===== config.mk =====
export PLATFORM = sky130hd
export DESIGN_NAME = bus_mem_slave
export DESIGN_NICKNAME = d
export VERILOG_FILES = /design/src/rtl/bus_mem_slave.sv
export SDC_FILE = /design/constraint.sdc
export NUM_CORES = 2
export LEC_CHECK = 0
export BUFFER_PORTS_ARGS = -buffer_cell sky130_fd_sc_hd__clkbuf_2
export CORE_MARGIN = 5
export CORE_UTILIZATION = 60
export DETAILED_ROUTE_END_ITERATION = 16
export GPL_TIMING_DRIVEN = 0
export PLACE_DENSITY = 0.76
export SKIP_CTS_REPAIR_TIMING = 1
export SYNTH_ARGS = -nofsm -noshare
export SYNTH_HDL_FRONTEND = slang
export SYNTH_SLANG_ARGS = --single-unit

===== constraint.sdc =====
create_clock -name clk -period 7.1 [get_ports clk]
set_clock_uncertainty 0.2 [all_clocks]
set_input_delay 1.065 -clock clk [delete_from_list [all_inputs] [get_ports clk]]
set_output_delay 1.065 -clock clk [all_outputs]
set_load 0.1 [all_outputs]

===== src/rtl/bus_mem_slave.sv =====
`default_nettype none
// ============================================================================
// Module      : bus_mem_slave
// Description : 8088-style T1/T2/Tw/T3 memory responder backed by a byte RAM.
//               Optional out-of-range checking via BUS_RANGE_CHECK_EN.
// Revision    : 1.0  initial release
// ============================================================================
module bus_mem_slave #(
    parameter int ADDR_W      = 20,
    parameter int MEM_DEPTH   = 256,
    parameter int WAIT_STATES = 1
) (
    input  logic              clk,
    input  logic              reset,
    input  logic              req,
    input  logic              rd_wr,
    input  logic [ADDR_W-1:0] direction,
    input  logic [7:0]        data_wr,
    output logic [7:0]        data_rd,
    output logic              data_oe,
    output logic              ready,
    output logic              busy,
    output logic              err
);

    localparam int         IDX_W     = $clog2(MEM_DEPTH);
    localparam logic [2:0] WAIT_LOAD = (WAIT_STATES > 0) ? 3'(WAIT_STATES - 1) : 3'd0;

    typedef enum logic [2:0] {
        IDLE = 3'd0,
        T1   = 3'd1,
        T2   = 3'd2,
        TW   = 3'd3,
        T3   = 3'd4
    } state_t;

    state_t             r_state;
    state_t             w_next;
    logic [2:0]         r_wait;
    logic               r_rd_wr;
    logic [ADDR_W-1:0]  r_addr;
    logic [7:0]         r_wdata;
    logic [IDX_W-1:0]   r_index;
    logic [7:0]         r_rd_hold;
    logic [7:0]         mem [MEM_DEPTH];
    logic               w_oor;
    logic               w_t3;
    logic [7:0]         w_rd_val;

    always_ff @(posedge clk) begin
        if (reset) begin
            r_state <= IDLE;
        end else begin
            r_state <= w_next;
        end
    end

    always_comb begin
        w_next = r_state;
        case (r_state)
            IDLE: if (req) w_next = T1;
            T1:   w_next = T2;
            T2:   w_next = (WAIT_STATES > 0) ? TW : T3;
            TW:   if (r_wait == 3'd0) w_next = T3;
            T3:   w_next = IDLE;
            default: w_next = IDLE;
        endcase
    end

    always_ff @(posedge clk) begin
        if (reset) begin
            r_wait    <= 3'd0;
            r_rd_wr   <= 1'b0;
            r_addr    <= '0;
            r_wdata   <= 8'h00;
            r_index   <= '0;
            r_rd_hold <= 8'h00;
        end else begin
            if (r_state == IDLE && req) begin
                r_rd_wr <= rd_wr;
                r_addr  <= direction;
                r_wdata <= data_wr;
            end
            if (r_state == T1) begin
                r_index <= r_addr[IDX_W-1:0];
            end
            if (r_state == T2) begin
                r_wait <= WAIT_LOAD;
            end else if (r_state == TW && r_wait != 3'd0) begin
                r_wait <= r_wait - 3'd1;
            end
            if (w_t3 && r_rd_wr) begin
                r_rd_hold <= w_rd_val;
            end
        end
    end

`ifdef BUS_RANGE_CHECK_EN
    logic r_oor;

    // Anything above the RAM's index bits is out of range.
    always_ff @(posedge clk) begin
        if (reset) begin
            r_oor <= 1'b0;
        end else if (r_state == T1) begin
            r_oor <= (r_addr >> IDX_W) != '0;
        end
    end
    assign w_oor = r_oor;
`else
    logic w_unused_addr;
    assign w_unused_addr = ^r_addr;
    assign w_oor         = 1'b0;
`endif

    // A reset landing in T3 aborts the cycle, so the write is gated too.
    always_ff @(posedge clk) begin
        if (!reset && w_t3 && !r_rd_wr && !w_oor) begin
            mem[r_index] <= r_wdata;
        end
    end

    assign w_t3     = (r_state == T3);
    assign w_rd_val = w_oor ? 8'hFF : mem[r_index];

    assign ready    = w_t3;
    assign busy     = (r_state != IDLE);
    assign data_oe  = w_t3 & r_rd_wr;
    assign data_rd  = data_oe ? w_rd_val : r_rd_hold;
    assign err      = w_t3 & w_oor;

endmodule
`default_nettype wire


Yosys cells after proc, flatten, opt, wreduce, memory -nomap -nowiden
Memory sizes are Yosys's and may differ from the RTL's. A register that Yosys moved wholly into a read port is not among the register bits.
Index checks and enable logic that the tools add are counted.
{"block": "totals", "ff_bits": 39, "mem_bits_rw": 2048, "in_bits": 32, "output_inout_bits": 12, "mem_count": 1}
{"memory": "mem", "depth": 256, "word_bits": 8, "rd": 1, "rd_clocked_by_memory_dff": 1, "wr": 1, "line": "45", "text": "logic [7:0] mem [MEM_DEPTH];"}
{"block": "op_classes", "add_sub_neg": 1, "n_eq_ne": 6, "muxes": 8, "n_bitwise": 1, "reduce_logical": 13}
{"op": "$mux W8", "count": 3}
{"op": "$pmux W3 S4", "count": 1}
{"op": "$eq A3 B2 Y1 const B", "count": 2}
{"op": "$logic_not A3 Y1", "count": 2}
{"op": "$mux W3", "count": 2}
{"op": "$reduce_bool A3 Y1", "count": 2}
{"op": "$logic_and A1 B1 Y1", "count": 5}
{"op": "$ne A2 B2 Y1 const B", "count": 2}
{"op": "$eq A3 B1 Y1 const B", "count": 1}
{"op": "$eq A3 B3 Y1 const B", "count": 1}
{"op": "$sub A3 B1 Y3 const B", "count": 1}
{"op": "$logic_not A1 Y1", "count": 2}
{"op": "$mux W1", "count": 2}
{"op": "$reduce_and A2 Y1", "count": 1}
{"op": "$reduce_or A2 Y1", "count": 1}
{"op": "$and A1 B1 Y1", "count": 1}

Logic depth before layout (Yosys ltp)
{"block": "logic_depth", "depth_word": 5, "mapped_depth": 13}

Worst setup path after synthesis
Ideal clock, no wire load.
{"block": "synth_path", "path_kind": "register to output", "start": "reg (tool-made name)", "end": "out data_rd[1]", "arrival_time_ns": 4.075, "required_ns": 5.835, "setup_slack_ns": 1.760, "path_stages_with_launch": 12, "path_buffers": 4, "path_cell_list": "dfxtp_1 buf_2 buf_2 inv_1 nor2_1 buf_2 clkbuf_1 a22oi_1 a41oi_1 nor4_1 and2_0 nor3_1"}
{"element": "end: declaration", "line": "19", "text": "output logic [7:0] data_rd,"}

==> impl_metrics.yaml <==
synthesis:
  synth.avg_cell_area_um2: 19.76
  syn_inst: 4095
  async_flop_share_pct: 0
  synth_edf_count: 2048
  syn_area_um2: 80910
  syn_nets: 4129
  ys_warn_count: 0
  synthFlopType: "edfxtp_1"
  ys_seq_area_share_pct: 77.18
  synth.distinct_cells: 46
  synth_seq_cells: 2095
setup_path:
  cp_common_cell: "buf_4"
  critical_path_class: "flop to output pin"
  crit_arrival_ns: 5.83
  crit_required_ns: 5.83
  path_max_fanout: 10
  end_kind: "output pin"
  cp_top_family: "buffers and inverters"
  path_cells: "buf_4 > buf_4 > buf_4 > buf_2 > buf_1 > mux4_2 > a22oi_1 > nand4_1 > a32oi_1 > and2_1 > nor3_1 > clkbuf_2"
  startpoint_type: "flop"
  cpMaxStageDelayCell: "buf_1"
  max_stage_delay_ns: 0.90
  cp.buffers_inverters: 6
drt:
  drt_iter0_drc: 6831
  drtPass1Iterations: 7
  routed_wl_um: 213700
  wl_per_cell_um: 34.02
  ant_nets: 0
  via_per_inst: 6.881
  drc: 0
  via_count: 43230
finish:
  seqCellArea_um2: 62470
  areaGrowthSynthToFinish_pct: 11.56
  nFillCells: 8249
  post-route-util_pct: 67.46
  drive_gt1_share_pct: 18.07
  multiInputGateArea_um2: 17250
  final_nets: 4385
clock_tree:
  insertion_delay_ns: 0.85
  cts_htree_levels: 4
  root_buffer: "clkbuf_16"
  numCtsBuffers: 197
  cts_sinks: 2095
  cts_tree: "yes"
  path_clk_slew_ns: 0.06
  clk_path_buf_depth: 3
floorplan:
  fp.dieH_um: 377.2
  die_x_um: 377.2
  core_um2: 133800
  num_io_pins: 44
  start_util_pct: 60.47
  num_rows: 134
  die-area_um2: 142300
sta:
  min_period_ns: 7.098
  period_share_pct: 99.98
  setup_tns_ns: 0
  worst_pin_slew_ns: 1.494
  hold_viol_final: 0
  slew_violations: 0
  slew_headroom_pct: 0.3896
  max_freq_mhz: 140.9
  timing.final.ws_setup_ns: 0.001581
  setup_viol: 0
grt:
  antenna_found_initial: 9
  grt_pass1_wl_um: 302500
  grt_pass1_vias: 42350
  grt_usage_pct: 30.20
  grt_overflow: 0
  grt_max_degree: 93
placed_design:
  port_buffers: 30
  gp_congestion: 1.024
  dp.final_hpwl_um: 141700
  preCtsSetupSlack_ns: 0.5267
status:
  violations: "max-capacitance violations"
  status: "finished, violations left"
flow_run:
  cap_violations: 1
pwr:
  power_density_nw_per_um2: 273.4
  vdd_ir_drop_max_mv: 0.2848
  leakage_uw: 0.02612
worst_hold_path:
  min_path_type: "input port to flop"
## cell type report
class                      count  share of cell area [%]
sequential                  2095                   69.22
multi-input combinational   1741                   19.12
clock buffer                 258                   5.907
tap                         1768                   2.451
buffer                       251                   1.417
clock inverter               101                  0.9773
timing repair buffer          57                  0.8734
inverter                       8                 0.03327
antenna                        3                0.008318
## routing by layer
| layer | part of all wire (%) | up-vias | track usage (%) |
|---|---|---|---|
| met3 | 13 | 566 | 9.391 |
| met4 | 5.5 | 0 | 14.00 |
| met2 | 46 | 3125 | 46.11 |
| met1 | 35 | 22220 | 40.58 |
| li1 | - | 17320 | - |
| met5 | 0 | - | 0 |
## path summary, 6_finish.rpt
kind                                  from           end  slack, ns  depth (start not counted)
worst max-delay path                  flop    data_rd[4]      0.002                         12
worst min register to register   r_addr[7]     r_addr[7]       0.26                          2
worst max register to register        flop  r_rd_hold[3]       2.19                         11
worst min-delay path            data_wr[2]    r_wdata[2]       0.22                          3
## cell families after synthesis
family	count (synthesis)	share of synthesized area, %
DFF	2095	77.18
muxes	737	14.22
and+or+nand+nor	620	3.367
AOI/OAI and AO/OA	380	3.585
buffers and inverters	259	1.610
adders and majority gates	2	0.03093
other	1	0.004635
xor gates and xnor gates	1	0.01083
## cells in the mapped netlist, drive strengths merged (17+ instances only)
cell type | count | share of area (%)
a22oi | 240 | 2.2
edfxtp | 2048 | 76
mux4 | 328 | 9.2
nor4 | 17 | 0.13
a21oi | 18 | 0.11
a221oi | 40 | 0.46
o21ai | 24 | 0.15
buf | 154 | 1.1
mux2i | 408 | 5.0
nor2 | 292 | 1.4
nand2 | 110 | 0.51
nand3 | 131 | 0.81
dfxtp | 47 | 1.2
clkbuf | 97 | 0.45
## registers in the layout (all words and copies together), names as in the netlist, named ones only
register	count
r_state	3
r_rd_wr	1
r_wait	3
r_rd_hold	8
mem	2048
r_addr	8
r_wdata	8
r_index	8
## worst register-to-register path: cells and delay by family (launching register included)
family	cells	cell delay, ns
buf+inv	5	2.10
mux	1	0.48
flops	1	0.33
simple gates	3	0.83
compound gates	2	0.83
## through the flow
stage	hold slack, ns	total power (uW)	cell area (um2)	instances
after floorplan	0.2360	14390	80910	4095
after global placement	0.2518	14770	83270	5893
after detailed placement	0.2528	14710	83900	5916
after CTS	0.1750	24680	90110	6275
after global routing	0.2140	25250	90250	6279
final	0.2235	24680	90250	6282
## cells in the final DEF, fill, tap and decap left out, types with 36 or more instances in the layout
cell type / synthesis / final
a221oi_1: 36 / 36
a22oi_1: 240 / 240
buf_2: 83 / 85
clkbuf_1: 97 / 138
clkbuf_16: 0 / 199
clkinv_1: 0 / 45
dfxtp_1: 47 / 39
edfxtp_1: 2048 / 2048
mux2i_1: 408 / 408
mux4_2: 323 / 323
nand2_1: 110 / 110
nand3_1: 131 / 131
nor2_1: 292 / 292
## where the power goes
part	switching, uW	internal, uW	total [uW]
Combinational	537	214	751
Clock	4530	5690	10200
Sequential	71.9	13600	13700
(Power assumes the default switching activity.)
